File: src/rtl/pir_pkg.sv
// Shared types and seven-segment codes for the
// three-zone PIR motion alarm.
package pir_pkg;

  typedef enum logic [1:0] {
    DISARMED = 2'd0,
    ARMED    = 2'd1,
    ALARM    = 2'd2
  } state_t;

  // Segment order gfedcba, active-high.
  localparam logic [6:0] SEG_BLANK = 7'b0000000;
  localparam logic [6:0] SEG_DASH  = 7'b1000000;
  localparam logic [6:0] SEG_1     = 7'b0000110;
  localparam logic [6:0] SEG_2     = 7'b1011011;
  localparam logic [6:0] SEG_3     = 7'b1001111;

  function automatic logic [6:0] seg_digit(
    input state_t     st,
    input logic       lat,
    input logic [6:0] code
  );
    logic [6:0] d;
    d = SEG_DASH;
    if (st == DISARMED) d = SEG_BLANK;
    else if (lat)       d = code;
    return d;
  endfunction

endpackage

File: src/rtl/pir_zone_debounce.sv
// One PIR zone: counts consecutive motion samples
// and sets a sticky latch once the run is long enough.
module pir_zone_debounce #(
  parameter int DEBOUNCE = 4
) (
  input  logic       clk,
  input  logic [6:0] sample,
  input  logic [6:0] threshold,
  input  logic       enable,
  input  logic       clear,
  output logic       latch,
  output logic       trip
);

  localparam logic [3:0] LIMIT = 4'(DEBOUNCE);

  logic [3:0] cnt;
  logic       motion;

  assign motion = (sample >= threshold);

  // Asserted on the edge whose sample completes the run.
  assign trip = enable & motion & (cnt >= LIMIT - 4'd1);

  always_ff @(posedge clk) begin
    if (clear) begin
      cnt   <= '0;
      latch <= 1'b0;
    end else if (enable) begin
      if (!motion)
        cnt <= '0;
      else if (cnt < LIMIT)
        cnt <= cnt + 4'd1;
      if (trip)
        latch <= 1'b1;
    end
  end

endmodule

File: src/rtl/pir_motion_alarm.sv
// Three-zone PIR alarm: FSM, zone latches,
// pulsed buzzer and seven-segment zone display.
module pir_motion_alarm
  import pir_pkg::*;
#(
  parameter logic [6:0] THRESHOLD = 7'd64,
  parameter int         DEBOUNCE  = 4,
  parameter int         BUZZ_HALF = 8
) (
  input  logic        clk,
  input  logic        reset,
  input  logic        turn,
  input  logic        stop_alarm,
  input  logic [6:0]  pir_sensor_1,
  input  logic [6:0]  pir_sensor_2,
  input  logic [6:0]  pir_sensor_3,
  output logic [2:0]  LED,
  output logic        buzzer,
  output logic [20:0] display_data
);

  localparam logic [7:0] HALF = 8'(BUZZ_HALF);

  state_t     state, state_next;
  logic [2:0] latch, trip, latch_next;
  logic [7:0] bz_cnt;
  logic       enable, clear;

  assign enable = (state != DISARMED);
  assign clear  = reset | ~turn |
                  ((state == ALARM) & stop_alarm);

  pir_zone_debounce #(.DEBOUNCE(DEBOUNCE)) u_z1 (
    .clk(clk), .sample(pir_sensor_1),
    .threshold(THRESHOLD), .enable(enable),
    .clear(clear), .latch(latch[0]), .trip(trip[0])
  );
  pir_zone_debounce #(.DEBOUNCE(DEBOUNCE)) u_z2 (
    .clk(clk), .sample(pir_sensor_2),
    .threshold(THRESHOLD), .enable(enable),
    .clear(clear), .latch(latch[1]), .trip(trip[1])
  );
  pir_zone_debounce #(.DEBOUNCE(DEBOUNCE)) u_z3 (
    .clk(clk), .sample(pir_sensor_3),
    .threshold(THRESHOLD), .enable(enable),
    .clear(clear), .latch(latch[2]), .trip(trip[2])
  );

  assign latch_next = clear ? 3'b000 : (latch | trip);
  assign LED        = latch;

  always_comb begin
    state_next = state;
    if (reset || !turn) begin
      state_next = DISARMED;
    end else begin
      case (state)
        DISARMED: state_next = ARMED;
        ARMED:    if (|trip) state_next = ALARM;
        ALARM:    if (stop_alarm) state_next = ARMED;
        default:  state_next = DISARMED;
      endcase
    end
  end

  always_ff @(posedge clk) begin
    if (reset) state <= DISARMED;
    else       state <= state_next;
  end

  // bz_cnt counts cycles already shown in the current tone phase.
  always_ff @(posedge clk) begin
    if (reset || state_next != ALARM) begin
      buzzer <= 1'b0;
      bz_cnt <= '0;
    end else if (state != ALARM) begin
      buzzer <= 1'b1;
      bz_cnt <= 8'd1;
    end else if (bz_cnt == HALF) begin
      buzzer <= ~buzzer;
      bz_cnt <= 8'd1;
    end else begin
      bz_cnt <= bz_cnt + 8'd1;
    end
  end

  always_ff @(posedge clk) begin
    if (reset) begin
      display_data <= '0;
    end else begin
      display_data <= {
        seg_digit(state_next, latch_next[2], SEG_3),
        seg_digit(state_next, latch_next[1], SEG_2),
        seg_digit(state_next, latch_next[0], SEG_1)
      };
    end
  end

endmodule

File: config.mk
export PLATFORM = sky130hd
export DESIGN_NAME = pir_motion_alarm
export DESIGN_NICKNAME = d
export VERILOG_FILES = /design/src/rtl/pir_pkg.sv /design/src/rtl/pir_zone_debounce.sv /design/src/rtl/pir_motion_alarm.sv
export SDC_FILE = /design/constraint.sdc
export NUM_CORES = 1
export LEC_CHECK = 0
export CAP_MARGIN = 10
export CELL_PAD_IN_SITES_DETAIL_PLACEMENT = 0
export CELL_PAD_IN_SITES_GLOBAL_PLACEMENT = 1
export CORE_MARGIN = 2
export CORE_UTILIZATION = 35
export CTS_CLUSTER_SIZE = 16
export DETAILED_ROUTE_END_ITERATION = 10
export GPL_ROUTABILITY_DRIVEN = 0
export GPL_TIMING_DRIVEN = 0
export HOLD_SLACK_MARGIN = 0.03
export PLACE_DENSITY_LB_ADDON = 0.1
export SKIP_LAST_GASP = 1
export SLEW_MARGIN = 20
export SYNTH_ARGS = -nofsm -noshare
export SYNTH_HDL_FRONTEND = slang
export SYNTH_SLANG_ARGS = --single-unit
export TNS_END_PERCENT = 20
File: constraint.sdc
create_clock -name clk -period 3.15 [get_ports clk]
set_clock_uncertainty 0.15 [all_clocks]
set_input_delay 0.315 -clock clk [delete_from_list [all_inputs] [get_ports clk]]
set_output_delay 0.315 -clock clk [all_outputs]
set_load 0.01 [all_outputs]
# Word-level counts from Yosys, hierarchy flattened
# Index checks and enable logic that the tools add are counted.
[totals] out_inout_bits=25 register_bits=47 word_cells=78
[classes] n_addsub=4 n_lt_le_gt_ge=9 n_reduce_logical=16 bitwise_logic=12 n_eq_ne=8 mux=18
[op_table] operator="two-way mux 4 bit" count=7
[op_table] operator="greater-or-equal comparator 7 bit (second input constant)" count=3
[op_table] operator="adder 4 x 1 -> 4 bit (second input constant)" count=3
[op_table] operator="greater-or-equal comparator 4 x 2 -> 1 bit (second input constant)" count=3
[op_table] operator="less-than comparator 4 x 3 -> 1 bit (second input constant)" count=3
[op_table] operator="AND reduction 2 bit" count=6
[op_table] operator="inequality test 2 bit (second input constant)" count=5
[op_table] operator="adder 8 x 1 -> 8 bit (second input constant)" count=1
[op_table] operator="equality test 8 x 4 -> 1 bit (second input constant)" count=1
[op_table] operator="bitwise AND 1 bit" count=7
[op_table] operator="two-way mux 7 bit" count=1
[op_table] operator="two-way mux 2 bit" count=3
[op_table] operator="one-hot mux 2 bit (3 select lines)" count=1
[op_table] operator="OR reduction 3 bit" count=2
[op_table] operator="two-way mux 5 bit" count=1
[op_table] operator="logical NOT 2 bit" count=2
[op_table] operator="two-way mux 1 bit" count=4
[op_table] operator="nonzero test 2 bit" count=2
[op_table] operator="two-way mux 3 bit" count=1
[op_table] operator="OR 3 bit" count=1
[op_table] operator="equality test 2 x 1 -> 1 bit (second input constant)" count=1
[op_table] operator="equality test 2 bit (second input constant)" count=1
[op_table] operator="logical OR 1 bit" count=2
[op_table] operator="inverter 1 bit" count=2
[op_table] operator="3 further kinds" count=4

# Longest topological paths before layout
# Gate-level depths: netlist of the first run.
[logic_depth] word_depth=10 ltp_mapped=6 depth_no_buf=6

# Cells and area by module
# Synthesis of the first run repeated with hierarchy kept, for this count alone.
[unflattened] hier_cells=232 hier_area_um2=2063.2
[by_module_without_submodules] mod="pir_zone_debounce" instances=3 cells_per_inst=47 area_each_um2=419.2
[by_module_without_submodules] mod="pir_motion_alarm" instances=1 cells_per_inst=91 area_each_um2=805.8

# Worst setup path before layout of the first run
# No wires, ideal clock.
[synth_path] kind="reg-to-reg" startpoint="register u_z2.cnt[0]" endpoint="register bz_cnt[0]" setup_ps=141 path_stages_with_launch=5 t_required_ps=2859 arrival_ps=1363 path_slack_ps=1496 cell_sequence="dfxtp_1 > ha_1 > o311a_2 > o41ai_1 > a31oi_1"
[synth_between] elab_chain_len=8
[synth_rtl] item="start: declaration" line="pir_zone_debounce.sv:17" text="logic [3:0] cnt;"
[synth_rtl] item="start signal: assignment" line="pir_zone_debounce.sv:33" text="cnt <= cnt + 4'd1;"
[synth_rtl] item="greater-or-equal comparator 4 x 2 -> 1 bit" line="pir_zone_debounce.sv:23" text="assign trip = enable & motion & (cnt >= LIMIT - 4'd1);"
[synth_rtl] item="bitwise AND 1 bit" line="pir_zone_debounce.sv:23"
[synth_rtl] item="OR reduction 3 bit" line="pir_motion_alarm.sv:59" text="ARMED: if (|trip) state_next = ALARM;"
[synth_rtl] item="two-way mux 2 bit" line="pir_motion_alarm.sv:59"
[synth_rtl] item="one-hot mux 2 bit (3 select lines)" line="pir_motion_alarm.sv:57" text="case (state)"
[synth_rtl] item="two-way mux 2 bit" line="pir_motion_alarm.sv:54" text="if (reset || !turn) begin"
[synth_rtl] item="inequality test 2 bit" line="pir_motion_alarm.sv:73" text="if (reset || state_next != ALARM) begin"
[synth_rtl] item="logical OR 1 bit" line="pir_motion_alarm.sv:73"
[synth_rtl] item="end signal: assignment" line="pir_motion_alarm.sv:83" text="bz_cnt <= bz_cnt + 8'd1;"
[synth_rtl] item="end: declaration" line="pir_motion_alarm.sv:26" text="logic [7:0] bz_cnt;"
# Every way passes these cells.
# A chain may end at the register's enable or synchronous reset.

# Worst setup path after layout of the first run
[layout_path] startpoint="register u_z2.cnt[0]" endpoint="register buzzer"
[layout_between] elab_chain_len=8
[layout_rtl] item="greater-or-equal comparator 4 x 2 -> 1 bit" line="pir_zone_debounce.sv:23"
[layout_rtl] item="bitwise AND 1 bit" line="pir_zone_debounce.sv:23"
[layout_rtl] item="OR reduction 3 bit" line="pir_motion_alarm.sv:59"
[layout_rtl] item="two-way mux 2 bit" line="pir_motion_alarm.sv:59"
[layout_rtl] item="one-hot mux 2 bit (3 select lines)" line="pir_motion_alarm.sv:57"
[layout_rtl] item="two-way mux 2 bit" line="pir_motion_alarm.sv:54"
[layout_rtl] item="inequality test 2 bit" line="pir_motion_alarm.sv:73"
[layout_rtl] item="logical OR 1 bit" line="pir_motion_alarm.sv:73"
[layout_rtl] item="end signal: assignment" line="pir_motion_alarm.sv:80" text="buzzer <= ~buzzer;"
[layout_rtl] item="end: declaration" line="pir_motion_alarm.sv:18" text="output logic buzzer,"
# Every way passes these cells.

==> metrics.csv, run 1 <==
stage,metric,value,unit
floorplanning,die area,0.004560,mm2
clock_tree,Root Buffer Master,clkbuf_8,
synthesis,yosys warns,0,
floorplanning,Core ar.,0.003943,mm2
global_routing,initial antenna violation count,0,
worst_setup_path,reg2reg path depth,4,
worst_setup_path,crit path kind,register to register,
worst_setup_path,R2R Setup Slk,1.27,ns
layout,layout cell share with drive strength beyond 1,16.58,%
timing,fin crit share,59.56,%
synthesis,synthesized instance count,151,
global_routing,first-pass GRT wire length,4284,um
power_and_ir_drop,leakage,0.7407,nW
min_path,worst hold path class,register to register,
routing,Via density,4.612,
power_and_ir_drop,Pwr Total,0.0007190,W
timing,final setup vio count,0,
worst_setup_path,Worst Setup SP,u_z2.cnt[0],
synthesis,Mapped Area,0.001413,mm2
timing,RSZ-0062 raised after global routing,no,
synthesis,Cell variety after synth,34,
worst_setup_path,CP Capture Type,register,
global_routing,total track usage,12.93,%
clock_tree,Worst-path clk slew,0.06,ns
floorplanning,Die Wd,67.53,um
timing,Pins Over Slew Limit,0,
routing,Post-Route WL,2604,um
layout,ANT cells,0,
global_routing,via count of the first global-routing pass,994,
floorplanning,# IOs,50,
worst_setup_path,Critical Path Start Type,register,
synthesis,Yosys top cell area share,43.93,%
synthesis,Post-synth top flop,dfxtp_1,
worst_setup_path,CP Max Fanout,3,
synthesis,synthesized area per cell,9.355,um2
run_status,status,"complete, no violations",
run,max-cap viol count,0,
worst_setup_path,CP required,3.13,ns
floorplanning,Row Count,23,
timing,Max Freq,533.0,MHz
timing,Slew @ Worst Pin,0.5717,ns
power_and_ir_drop,P per Cell Area,398.5,mW/mm2
routing,vias,1093,
floorplanning,Starting Density,35.83,%
routing,Final ANT Viol Nets,0,
worst_setup_path,crit path capture,buzzer,
synthesis,synth top area cells,"dfxtp_1, buf_4, nor2_1",
timing,Final Hold Fails,0,
timing,Final min period,1.876,ns
layout,Area Overhead vs Synth,27.72,%
routing,drt wl/cell,10.99,um
place,hpwl dp,1997,um
place,PortBufs,23,
worst_setup_path,"Arr. time, crit path",1.85,ns
global_routing,gr ovfl total,0,
clock_tree,TritonCTS clock tree,built,
synthesis,Post-synth EDFFs,0,
routing,# DRC,0,
clock_tree,Post-CTS Resized,0,
layout,# nets final,218,
routing,Detailed Route Iter0 Violations,46,
clock_tree,worst skew pair latency,0.27,ns
global_routing,pin count of the biggest net entering global routing,11,
clock_tree,total CTS buffers,5,
worst_setup_path,FF-to-FF End,buzzer,
clock_tree,CTS Buffer Depth,2,
power_and_ir_drop,worst vdd ir,0.2017,mV
timing,Setup TNS,0,ns
clock_tree,hold buffer count at cts,0,
synthesis,register bit count reported by yosys,31,
routing,Detailed Routing Iterations Pass 1,4,
timing,Rel. slew slack,61.39,%
worst_setup_path,Reg2Reg Launch Point,u_z2.cnt[0],
clock_tree,clock sink count,31,
floorplanning,die height,67.53,um
synthesis,Async SR Flop Fraction,0,%
clock_tree,setup bufs post-CTS,0,
synthesis,post-synthesis sequential area ratio,43.93,%
clock_tree,H-Tree Depth,2,
synthesis,"area leader, netlist",dfxtp_1,
layout,final core occ,45.76,%
## worst max-delay path, stage by stage, from the launching register on
cell and delay, ns:
dfxtp_1 0.32, ha_1 0.22, o311a_2 0.37, o41ai_1 0.59
a21oi_1 0.08
## sequential cells by signal (all words and copies together), names as in the netlist
signal        flops
u_z2.latch        1
display_data      5
state             2
u_z2.cnt          4
u_z1.cnt          4
u_z3.cnt          4
u_z1.latch        1
bz_cnt            8
buzzer            1
u_z3.latch        1
## metal layers
| layer | global-route usage, % | part of all wire [%] | up-vias |
|---|---|---|---|
| li1 | - | - | 559 |
| met1 | 14.27 | 43 | 515 |
| met2 | 21.20 | 51 | 14 |
| met3 | 5.667 | 4.1 | 5 |
| met4 | 6.122 | 1.1 | 0 |
| met5 | 0 | 0 | - |
## cells in the mapped netlist, types with 4 or more instances
cell and instances:
a21oi_1 5, a31oi_1 4, buf_4 19, dfxtp_1 31, ha_1 5, inv_1 7
nand2_1 6, nand3_1 4, nor2_1 20, nor3_1 5, nor4b_1 4, xnor2_1 4
## power breakdown
group	switching, W	total (W)	internal (W)
clock network	0.000126	0.000273	0.000147
registers	0.00000198	0.000397	0.000395
logic	0.0000237	0.0000488	0.0000250
## placed cells by master, fill, tap and decap left out, types with 3 or more instances in the layout
cell	Yosys	layout
a21oi_1	5	5
a22oi_1	3	3
a31oi_1	4	4
and2_1	3	3
buf_4	19	19
clkbuf_8	0	5
clkdlybuf4s50_1	0	23
conb_1	1	8
dfxtp_1	31	31
ha_1	5	5
inv_1	7	7
mux2i_1	3	3
nand2_1	6	6
nand3_1	4	4
nor2_1	20	20
nor3_1	5	5
nor4b_1	4	4
o21a_1	3	3
o21ai_0	3	3
xnor2_1	4	4
xor2_1	3	3
## metrics by stage
step | worst slack (ns) | cell area (um2) | cells | hold slack, ns
5_1_grt | 1.150 | 1804 | 237 | 0.3628
6_report | 1.274 | 1804 | 237 | 0.3325
3_5_place_dp | 1.017 | 1732 | 231 | 0.3271
4_1_cts | 1.233 | 1804 | 237 | 0.3413
2_1_floorplan | 1.496 | 1439 | 158 | 0.3060
3_3_place_gp | 1.075 | 1732 | 231 | 0.3237
## area by class of cell
class                      count  area, um2
fill                         375       2138
multi-input combinational     99      634.4
sequential                    31      620.6
timing repair buffer          23      230.2
buffer                        21      157.7
clock buffer                   6      72.57
tap                           50      62.56
inverter                       7      26.28
## worst min path at each step
stage | startpoint | endpoint | depth (start not counted)
global route | u_z2.latch | u_z2.latch | 1
finish | u_z2.latch | u_z2.latch | 1
detailed placement | u_z2.latch | u_z2.latch | 1
global placement | u_z2.latch | u_z2.latch | 1
floorplan | bz_cnt[0] | bz_cnt[0] | 1
CTS | u_z2.latch | u_z2.latch | 1
## kinds of logic after synthesis
logic type      after synthesis  share of synthesized area [%]
buf+inv                      28                          13.02
flops                        31                          43.93
mux                           3                          2.126
fa+ha+maj                     5                          4.429
xor+xnor                      7                          4.340
compound gates               25                          13.46
other cells                   1                         0.2655
simple gates                 51                          18.42
(Power assumes the default switching activity.)
==> inputs of run 2 (changes only) <==
CORE_UTILIZATION = 29   (was 35)
clock period = 1.7 ns   (was 3.15 ns; I/O delays follow)
==> metrics.csv, run 2 (same netlist as run 1, synthesis figures left out) <==
stage,metric,value,unit
worst_setup_path,R2R Setup Slk,-0.002,ns
timing,hold_ws,0.3363,ns
routing,Final ANT Viol Nets,0,
global_routing,GR Layer Usage met2,19.94,%
place,PortBufs,23,
layout,Top reg by flops,bz_cnt,
min_path,worst hold path class,register to register,
floorplanning,Die Wd,73.79,um
clock_tree,hold buffer count at cts,0,
floorplanning,die height,73.79,um
layout,"commonest non-fill, non-tap cell in the layout",dfxtp_1,
routing,drt wl/cell,10.50,um
timing,Final min period,1.702,ns
run_status,status,"finished, violations left",
worst_setup_path,CP Max Fanout,8,
layout,Area Overhead vs Synth,33.57,%
routing,Detailed Routing Iterations Pass 1,4,
clock_tree,H-Tree Depth,2,
worst_setup_path,crit path kind,register to register,
worst_setup_path,crit-path cells,"or2_1, buf_6, o311a_4, or4_1, a21oi_1",
timing,final worst slack,-0.001661,ns
power_and_ir_drop,P_sw,0.0002987,W
global_routing,total track usage,11.19,%
floorplanning,die area,0.005445,mm2
timing,final setup vio count,1,
timing,Slew @ Worst Pin,0.5553,ns
layout,final core occ,39.95,%
worst_setup_path,Critical Path Start Type,register,
global_routing,met1 GRT Util,11.69,%
power_and_ir_drop,leakage,0.7573,nW
power_and_ir_drop,sequential share of power,53.8,%
floorplanning,Row Count,25,
global_routing,GRT busiest layer,met2,
floorplanning,# IOs,50,
layout,top flop regs,"bz_cnt: 8 flops, display_data: 5 flops",
worst_setup_path,CP Capture Type,register,
worst_setup_path,CP required,1.75,ns
routing,vias,1104,
clock_tree,CTS Buffer Depth,2,
power_and_ir_drop,P per Cell Area,724.1,mW/mm2
global_routing,initial antenna violation count,0,
floorplanning,Starting Density,29.91,%
worst_setup_path,crit path buf inv count,1,
layout,ANT cells,0,
worst_setup_path,"Arr. time, crit path",1.75,ns
global_routing,met3 usage,3.704,%
layout,layout cell share with drive strength beyond 1,21.99,%
global_routing,pin count of the biggest net entering global routing,11,
routing,Post-Route WL,2710,um
timing,fin crit share,100.1,%
place,hpwl dp,2029,um
clock_tree,clock sink count,31,
worst_setup_path,slowest CP cell,or4_1,
global_routing,via count of the first global-routing pass,1088,
power_and_ir_drop,switch share,21.87,%
timing,Max Freq,587.7,MHz
clock_tree,Root Buffer Master,clkbuf_8,
clock_tree,total CTS buffers,5,
global_routing,first-pass GRT wire length,4567,um
place,area post-placement,0.001753,mm2
timing,RSZ-0062 raised after global routing,yes,
routing,# DRC,0,
layout,Finished Cell Area,0.001887,mm2
power_and_ir_drop,worst vdd ir,0.3761,mV
routing,Detailed Route Iter0 Violations,26,
global_routing,gr ovfl total,0,
worst_setup_path,"Largest stage delay, worst path",0.50,ns
clock_tree,worst skew pair latency,0.28,ns
power_and_ir_drop,Int Power,0.001068,W
clock_tree,Worst-path clk slew,0.06,ns
clock_tree,TritonCTS clock tree,built,
layout,"commonest non-fill, non-tap cells in the layout","dfxtp_1, clkdlybuf4s50_1, buf_4, nor2_1, conb_1",
timing,Final Hold Fails,0,
routing,Via density,4.279,
run_status,violated checks,setup timing,
power_and_ir_drop,clock power share,39.2,%
layout,# nets final,220,
worst_setup_path,CP top delay family,simple AND/OR/NAND/NOR gates,
layout,# fillers,483,
timing,Rel. slew slack,62.84,%
floorplanning,Core ar.,0.004723,mm2
power_and_ir_drop,Comb pwr share,7.0,%
layout,max FFs per register,8,
timing,Pins Over Slew Limit,0,
run,max-cap viol count,0,
-- run 2: timing repair --
item                       in CTS  in global routing
setup buffers                   2                  0
setup endpoints to repair      11                 10
resized for setup              10                  0
pin swaps                       2                  0
gates cloned                    0                  0
-- run 2: stage by stage --
stage,instances,TNS [ns],power [W],setup WS [ns]
after floorplan,158,0,0.0008071,0.04610
after global placement,248,-2.469,0.0008400,-0.2579
after detailed placement,248,-3.066,0.0008418,-0.3336
after CTS,258,-0.003175,0.001391,-0.003175
after global routing,258,-0.3593,0.001438,-0.07325
final,258,-0.001661,0.001366,-0.001661
-- run 2: layout make-up --
cell class                      count  area [um2]  area share, %
Multi-Input combinational cell     99       665.6          35.28
Clock buffer                        7       76.32          4.045
Tap cell                           67       83.83          4.443
Timing Repair Buffer               25       245.2          13.00
Inverter                            7       26.28          1.393
Buffer                             21       157.7          8.355
Sequential cell                    31       626.9          33.22
Clock inverter                      1       5.005         0.2653
-- run 2: power by group through the flow --
| stage | logic, W | registers (W) | clock network [W] |
|---|---|---|---|
| global route | 0.000105 | 0.000735 | 0.000597 |
| global placement | 0.0000885 | 0.000751 | 0 |
| floorplan | 0.0000546 | 0.000753 | 0 |
| CTS | 0.0000954 | 0.000735 | 0.000560 |
| detailed placement | 0.0000899 | 0.000752 | 0 |
| finish | 0.0000955 | 0.000735 | 0.000535 |
-- run 2: final timing paths --
| check | start | end | depth (start not counted) |
|---|---|---|---|
| max | state[1] | state[0] | 5 |
| min | u_z2.latch | u_z2.latch | 1 |
| max reg2reg | state[1] | state[0] | 5 |
| min reg2reg | u_z2.latch | u_z2.latch | 1 |
-- run 2: per-layer routing --
metal	vias to the layer above	wire length, um
met4	0	53
met3	6	102
met1	513	1158
li1	566	-
met5	-	0
met2	19	1396
==> inputs of run 3 (changes only) <==
CAP_MARGIN = 20   (was 10)
==> results of run 3 <==
No change in the layout: final DEF, timing and power equal those of run 2.
